File: src/rtl/pass_cam_pkg.sv
`default_nettype none
// +-----------------------------------------------------------------------+
// | pass_cam_pkg : shared widths and search-FSM state encoding  rev 1.0     |
// +-----------------------------------------------------------------------+
package pass_cam_pkg;

  localparam int CAM_KEY_W  = 128;
  localparam int CAM_ADDR_W = 4;
  localparam int CAM_DEPTH  = 1 << CAM_ADDR_W;

  typedef enum logic [1:0] {
    S_IDLE = 2'd0,
    S_SCAN = 2'd1,
    S_DONE = 2'd2
  } cam_state_e;

endpackage : pass_cam_pkg
`default_nettype wire

File: src/rtl/pass_cam_if.sv
`default_nettype none
// +-----------------------------------------------------------------------+
// | pass_cam_if : controller <-> CAM command/result bundle      rev 1.0     |
// +-----------------------------------------------------------------------+
interface pass_cam_if
  import pass_cam_pkg::*;
#(
  parameter int KEY_W  = CAM_KEY_W,
  parameter int ADDR_W = CAM_ADDR_W
);

  logic              cam_start;
  logic              cam_write_en;
  logic [ADDR_W-1:0] address_in;
  logic [KEY_W-1:0]  key_in;
  logic              match;
  logic [ADDR_W-1:0] match_addr;
  logic              search_done;
  logic              busy;
  logic [ADDR_W-1:0] max_add;
  logic              empty;

  modport master (
    output cam_start,
    output cam_write_en,
    output address_in,
    output key_in,
    input  match,
    input  match_addr,
    input  search_done,
    input  busy,
    input  max_add,
    input  empty
  );

  modport slave (
    input  cam_start,
    input  cam_write_en,
    input  address_in,
    input  key_in,
    output match,
    output match_addr,
    output search_done,
    output busy,
    output max_add,
    output empty
  );

endinterface : pass_cam_if
`default_nettype wire

File: src/rtl/pass_cam_store.sv
`default_nettype none
// +-----------------------------------------------------------------------+
// | pass_cam_store : key registers, valid bits, occupancy tracking rev 1.0  |
// +-----------------------------------------------------------------------+
module pass_cam_store
  import pass_cam_pkg::*;
#(
  parameter int KEY_W  = CAM_KEY_W,
  parameter int ADDR_W = CAM_ADDR_W
) (
  input  wire logic              clk,
  input  wire logic              rst,
  input  wire logic              i_we,
  input  wire logic [ADDR_W-1:0] i_waddr,
  input  wire logic [KEY_W-1:0]  i_wdata,
  input  wire logic [ADDR_W-1:0] i_raddr,
  output logic      [KEY_W-1:0]  o_rdata,
  output logic                   o_rvalid,
  output logic      [ADDR_W-1:0] o_max_add,
  output logic                   o_empty
);

  localparam int DEPTH = 1 << ADDR_W;

  logic [KEY_W-1:0]  r_mem [DEPTH];
  logic [DEPTH-1:0]  r_valid;
  logic [ADDR_W-1:0] r_max_add;
  logic              r_empty;

  // Data is left unreset; the valid bits alone decide whether an entry exists.
  always_ff @(posedge clk) begin
    if (i_we) begin
      r_mem[i_waddr] <= i_wdata;
    end
  end

  always_ff @(posedge clk) begin
    if (rst) begin
      r_valid   <= '0;
      r_max_add <= '0;
      r_empty   <= 1'b1;
    end else if (i_we) begin
      r_valid[i_waddr] <= 1'b1;
      r_empty          <= 1'b0;
      if (r_empty || (i_waddr > r_max_add)) begin
        r_max_add <= i_waddr;
      end
    end
  end

  assign o_rdata   = r_mem[i_raddr];
  assign o_rvalid  = r_valid[i_raddr];
  assign o_max_add = r_max_add;
  assign o_empty   = r_empty;

endmodule : pass_cam_store
`default_nettype wire

File: src/rtl/pass_cam.sv
`default_nettype none
// +-----------------------------------------------------------------------+
// | pass_cam : sequential-search password CAM (FSM, key, compare) rev 1.0  |
// +-----------------------------------------------------------------------+
module pass_cam
  import pass_cam_pkg::*;
#(
  parameter int KEY_W  = CAM_KEY_W,
  parameter int ADDR_W = CAM_ADDR_W
) (
  input wire logic  clk,
  input wire logic  rst,
  pass_cam_if.slave cam
);

  localparam logic [1:0] ST_IDLE = 2'(S_IDLE);
  localparam logic [1:0] ST_SCAN = 2'(S_SCAN);
  localparam logic [1:0] ST_DONE = 2'(S_DONE);

  logic [1:0]        r_state;
  logic [KEY_W-1:0]  r_key;
  logic [ADDR_W-1:0] r_idx;
  logic              r_match;
  logic [ADDR_W-1:0] r_match_addr;

  logic              w_idle;
  logic              w_wr_accept;
  logic              w_start_accept;
  logic              w_empty_now;
  logic [KEY_W-1:0]  w_rdata;
  logic              w_rvalid;
  logic [ADDR_W-1:0] w_max_add;
  logic              w_empty;
  logic              w_hit;
  logic              w_last;

  assign w_idle         = (r_state == ST_IDLE);
  assign w_wr_accept    = cam.cam_write_en && w_idle;
  assign w_start_accept = cam.cam_start && w_idle;
  // A write landing on the same edge as the start makes the store non-empty.
  assign w_empty_now    = w_empty && !w_wr_accept;

  pass_cam_store #(
    .KEY_W  (KEY_W),
    .ADDR_W (ADDR_W)
  ) u_store (
    .clk       (clk),
    .rst       (rst),
    .i_we      (w_wr_accept),
    .i_waddr   (cam.address_in),
    .i_wdata   (cam.key_in),
    .i_raddr   (r_idx),
    .o_rdata   (w_rdata),
    .o_rvalid  (w_rvalid),
    .o_max_add (w_max_add),
    .o_empty   (w_empty)
  );

  assign w_hit  = w_rvalid && (w_rdata == r_key);
  assign w_last = (r_idx == w_max_add);

  always_ff @(posedge clk) begin
    if (rst) begin
      r_state      <= ST_IDLE;
      r_key        <= '0;
      r_idx        <= '0;
      r_match      <= 1'b0;
      r_match_addr <= '0;
    end else begin
      case (r_state)
        ST_IDLE: begin
          if (w_start_accept) begin
            r_key   <= cam.key_in;
            r_idx   <= '0;
            r_match <= 1'b0;
            if (w_empty_now) begin
              r_match_addr <= '0;
              r_state      <= ST_DONE;
            end else begin
              r_state <= ST_SCAN;
            end
          end
        end
        ST_SCAN: begin
          if (w_hit) begin
            r_match      <= 1'b1;
            r_match_addr <= r_idx;
            r_state      <= ST_DONE;
          end else if (w_last) begin
            r_match      <= 1'b0;
            r_match_addr <= '0;
            r_state      <= ST_DONE;
          end else begin
            r_idx <= r_idx + 1'b1;
          end
        end
        ST_DONE: begin
          r_state <= ST_IDLE;
        end
        default: begin
          r_state <= ST_IDLE;
        end
      endcase
    end
  end

  assign cam.match       = r_match;
  assign cam.match_addr  = r_match_addr;
  assign cam.search_done = (r_state == ST_DONE);
  assign cam.busy        = (r_state == ST_SCAN);
  assign cam.max_add     = w_max_add;
  assign cam.empty       = w_empty;

endmodule : pass_cam
`default_nettype wire

File: src/flat_wrapper.sv
// flat-port wrapper written by rule: the top's interface ports become plain ports
module pass_cam_flat import pass_cam_pkg::*;
#(
  parameter int KEY_W  = CAM_KEY_W,
  parameter int ADDR_W = CAM_ADDR_W
)
  (clk, rst, cam_cam_start, cam_cam_write_en, cam_address_in, cam_key_in, cam_match, cam_match_addr, cam_search_done, cam_busy, cam_max_add, cam_empty);
  pass_cam_if #(.KEY_W(KEY_W), .ADDR_W(ADDR_W)) cam_i ();
  input wire logic clk;
  input wire logic rst;
  input wire logic [$bits(cam_i.cam_start)-1:0] cam_cam_start;
  input wire logic [$bits(cam_i.cam_write_en)-1:0] cam_cam_write_en;
  input wire logic [$bits(cam_i.address_in)-1:0] cam_address_in;
  input wire logic [$bits(cam_i.key_in)-1:0] cam_key_in;
  output wire logic [$bits(cam_i.match)-1:0] cam_match;
  output wire logic [$bits(cam_i.match_addr)-1:0] cam_match_addr;
  output wire logic [$bits(cam_i.search_done)-1:0] cam_search_done;
  output wire logic [$bits(cam_i.busy)-1:0] cam_busy;
  output wire logic [$bits(cam_i.max_add)-1:0] cam_max_add;
  output wire logic [$bits(cam_i.empty)-1:0] cam_empty;
  assign cam_i.cam_start = cam_cam_start;
  assign cam_i.cam_write_en = cam_cam_write_en;
  assign cam_i.address_in = cam_address_in;
  assign cam_i.key_in = cam_key_in;
  assign cam_match = cam_i.match;
  assign cam_match_addr = cam_i.match_addr;
  assign cam_search_done = cam_i.search_done;
  assign cam_busy = cam_i.busy;
  assign cam_max_add = cam_i.max_add;
  assign cam_empty = cam_i.empty;
  pass_cam #(.KEY_W(KEY_W), .ADDR_W(ADDR_W)) u_core (.clk(clk), .rst(rst), .cam(cam_i));
endmodule
File: config.mk
export PLATFORM = sky130hd
export DESIGN_NAME = pass_cam_flat
export DESIGN_NICKNAME = d
export VERILOG_FILES = /design/src/rtl/pass_cam_pkg.sv /design/src/rtl/pass_cam_if.sv /design/src/rtl/pass_cam_store.sv /design/src/rtl/pass_cam.sv /design/src/flat_wrapper.sv
export SDC_FILE = /design/constraint.sdc
export NUM_CORES = 2
export LEC_CHECK = 0
export BUFFER_PORTS_ARGS = -buffer_cell sky130_fd_sc_hd__buf_4
export CAP_MARGIN = 0
export CELL_PAD_IN_SITES_DETAIL_PLACEMENT = 0
export CELL_PAD_IN_SITES_GLOBAL_PLACEMENT = 2
export CORE_MARGIN = 3
export CORE_UTILIZATION = 41
export CTS_CLUSTER_SIZE = 10
export DETAILED_ROUTE_END_ITERATION = 10
export PLACE_DENSITY = 0.78
export SYNTH_ARGS = -nofsm -noshare
export SYNTH_HDL_FRONTEND = slang
export SYNTH_SLANG_ARGS = --single-unit
File: constraint.sdc
create_clock -name clk -period 16.05 [get_ports clk]
set_input_delay 2.4075 -clock clk [delete_from_list [all_inputs] [get_ports clk]]
set_output_delay 2.4075 -clock clk [all_outputs]
set_load 0.01 [all_outputs]
==> metrics.md <==
| Metric | Value |
|---|---|
| Layout Skew | 0.0678 ns |
| Mapped Nets | 4,995 |
| Crit end category | register |
| Rel. slew slack | 0.0654 |
| Root Driver | clkbuf_16 |
| Final setup vio count | 0 |
| Largest area contributor in the netlist | edfxtp_1 |
| Setup_tns | 0 ns |
| Final slew viol count | 0 |
| Synthesized area per cell | 18.2 sq um |
| Total Wirelength | 279,000 um |
| Ports | 148 |
| Antenna violations before repair | 24 |
| CTS clk-pin slew, worst paths | 0.06 ns |
| WL/cell | 34.3 um |
| Unrepaired setup endpoints after global routing | no |
| Layout area overhead | 13.5% |
| Count leader, synth | edfxtp_1 |
| Total power | 12.5 mW |
| Met3 Use GR | 0.0613 |
| Post-synth top area share | 0.695 |
| DRT iter0 DRCs | 6,591 |
| Met2 Track Usage GR | 0.380 |
| Routability congestion estimate | 0.974 |
| Max VDD drop | 0.113 mV |
| Pin count of the biggest net entering global routing | 105 |
| Grt total ovfl | 0 |
| Initial Util | 0.415 |
| Via-to-Cell Ratio | 6.10 |
| GRT busiest layer | met2 |
| Final Cycle Share | 0.461 |
| Via count | 49,700 |
| Logic pwr share | 0.048 |
| Final hold viol count | 0 |
| Hold Path Depth | 2 |
| First-pass GRT wire length | 388,000 um |
| Slack of the worst reg-to-reg path | 8.65 ns |
| Main synth FF type | edfxtp_1 |
| TritonCTS Buffers | 275 |
| Status | finished clean |
| Port buffer count | 147 |
| Drt drc | 0 |
| Leak | 31.5 nW |
| Placement Rows | 169 |
| First-pass iteration count of the detailed router | 6 |
| Clk_lat worst skew | 0.93 ns |
| Layout cells sized above 1 | 0.198 |
| Nets | 5,260 |
| Worst Path Max Fanout | 45 |
| Total clock sinks | 2,212 |
| Sw power | 2.73 mW |
| Die width | 471 um |
| List of most frequent post-synthesis cells | edfxtp_1 (2,048), nand2_1 (400), mux4_2 (363) |
| Worst-margin pin slew | 1.40 ns |
| Max frequency | 135 MHz |
| Asr flop ratio synth | 0 |
| Sw frac | 0.218 |
| Chip height | 471 um |
| Worst endpoint required time | 16.81 ns |
| Library cells used by synthesis | 93 |
| Core area | 0.213 sq mm |
| Post-synth EDFFs | 2,048 |
| Final ANT Viol Nets | 0 |
| Clk buf depth | 4 |
| YS warnings | 0 |
| Register-to-Register Path Depth | 15 |
| Hold Path Class | register to register |
| Post CTS Setup Buffer Count | 0 |
| FF+latch count, synth | 2,212 |
| P_int | 9.81 mW |
| Most area-consuming cells after synthesis | edfxtp_1 (69%), mux4_2 (9.2%), mux2i_1 (3.9%), dfxtp_1 (3.7%), nand2_1 (1.7%) |
| Post-cts resize count | 0 |
| Vias in the first global route | 48,800 |
| Die area | 0.221 sq mm |
| Mapped Cells | 4,854 |
| Startpoint types | register |
| Post-CTS Hold Fix Bufs | 0 |
| Gr usage total | 0.248 |
| Power per Cell Area | 125 mW/mm^2 |
| Register area share after synthesis | 0.732 |
| Fin crit period | 7.40 ns |
| Critical Path AT | 8.16 ns |
| H-tree Lvls | 5 |
| Clock share of power | 0.437 |
| TritonCTS clock tree | built |
| Hpwl dp | 164,000 um |
| GR Util met1 | 0.341 |
| WS Path Type | register to register |
| Post-Syn Area | 0.0885 sq mm |
| Flop pwr share | 0.514 |
| Maxcap violations | 0 |
[layout make-up]
type | instances | area, sq um
Antenna cell | 14 | 35.0
Clock buffer | 447 | 7660
Clock inverter | 16 | 138
Fill cell | 17800 | 113000
Inverter | 38 | 153
Multi-Input combinational cell | 2336 | 22000
Sequential cell | 2212 | 64800
Tap cell | 2821 | 3530
Timing Repair Buffer | 256 | 2110
[per-stage QoR]
step	setup slack (ns)	utilization	hold slack [ns]	std cells	cell area, sq um
3_3_place_gp	8.85	0.434	0.442	7663	92600
5_1_grt	8.57	0.471	0.483	8129	100000
6_report	8.65	0.471	0.456	8140	100000
2_1_floorplan	3.71	-	0.435	4854	88500
4_1_cts	8.82	0.471	0.454	8126	100000
3_5_place_dp	8.83	0.434	0.447	7663	92600
[registers in the layout (all words and copies together) (netlist names), named ones only]
register / flops
u_core.cam.match: 1
u_core.u_store.r_mem: 2048
u_core.cam.match_addr: 4
u_core.r_key: 128
u_core.u_store.o_empty: 1
u_core.r_idx: 4
u_core.u_store.o_max_add: 4
u_core.u_store.r_valid: 16
u_core.r_state: 2
[critical path, cell delays in order (launching register included)]
cell	delay, ns
dfxtp_4	0.62
buf_4	0.52
buf_4	0.66
buf_4	0.71
buf_4	0.70
mux4_2	0.40
mux2i_1	0.19
xor2_1	0.30
nand3b_1	0.13
nor4_1	0.52
o22ai_1	0.29
nor4bb_1	0.82
and4_4	0.52
nor2b_4	0.09
o31a_1	0.33
a22o_1	0.24
[power groups by stage]
stage               Clock [mW]  Sequential [mW]  Combinational, mW
detailed placement           0             6.57              0.602
finish                    5.48             6.45              0.607
floorplan                    0             6.56              0.287
CTS                       5.58             6.45              0.604
global placement             0             6.57              0.593
global route              5.80             6.46              0.635
[metal layers]
metal | wire length [um] | up-vias
met4 | 12000 | 18
met3 | 26800 | 570
met1 | 112000 | 26300
li1 | - | 20200
met5 | 126 | -
met2 | 129000 | 2592
[worst paths after layout]
path | from | to
worst max-delay path | register | u_core.cam.match_addr[1]
worst min-delay path | u_core.r_key[56] | u_core.r_key[56]
worst max register to register | register | u_core.cam.match_addr[1]
worst min register to register | u_core.r_key[56] | u_core.r_key[56]
[logic make-up after synthesis]
kind of cell / Yosys count / share of synthesized area
fa+ha+maj: 5 / 0.000707
mux: 802 / 0.147
compound gates: 561 / 0.0433
flops: 2212 / 0.732
xor+xnor: 92 / 0.00911
buf+inv: 306 / 0.0210
simple gates: 876 / 0.0473
[placed cells by master, fill, tap and decap left out, types with 56 or more instances in the layout]
| cell | instances |
|---|---|
| nor2_1 | 116 |
| mux4_2 | 363 |
| o22ai_1 | 56 |
| mux2i_1 | 342 |
| nand2_1 | 399 |
| clkbuf_1 | 164 |
| a22oi_1 | 85 |
| xnor2_1 | 56 |
| edfxtp_1 | 2048 |
| a21oi_1 | 176 |
| clkbuf_16 | 280 |
| mux2_2 | 78 |
| dfxtp_1 | 160 |
| buf_4 | 240 |
Power figures use the tool's default switching activity.
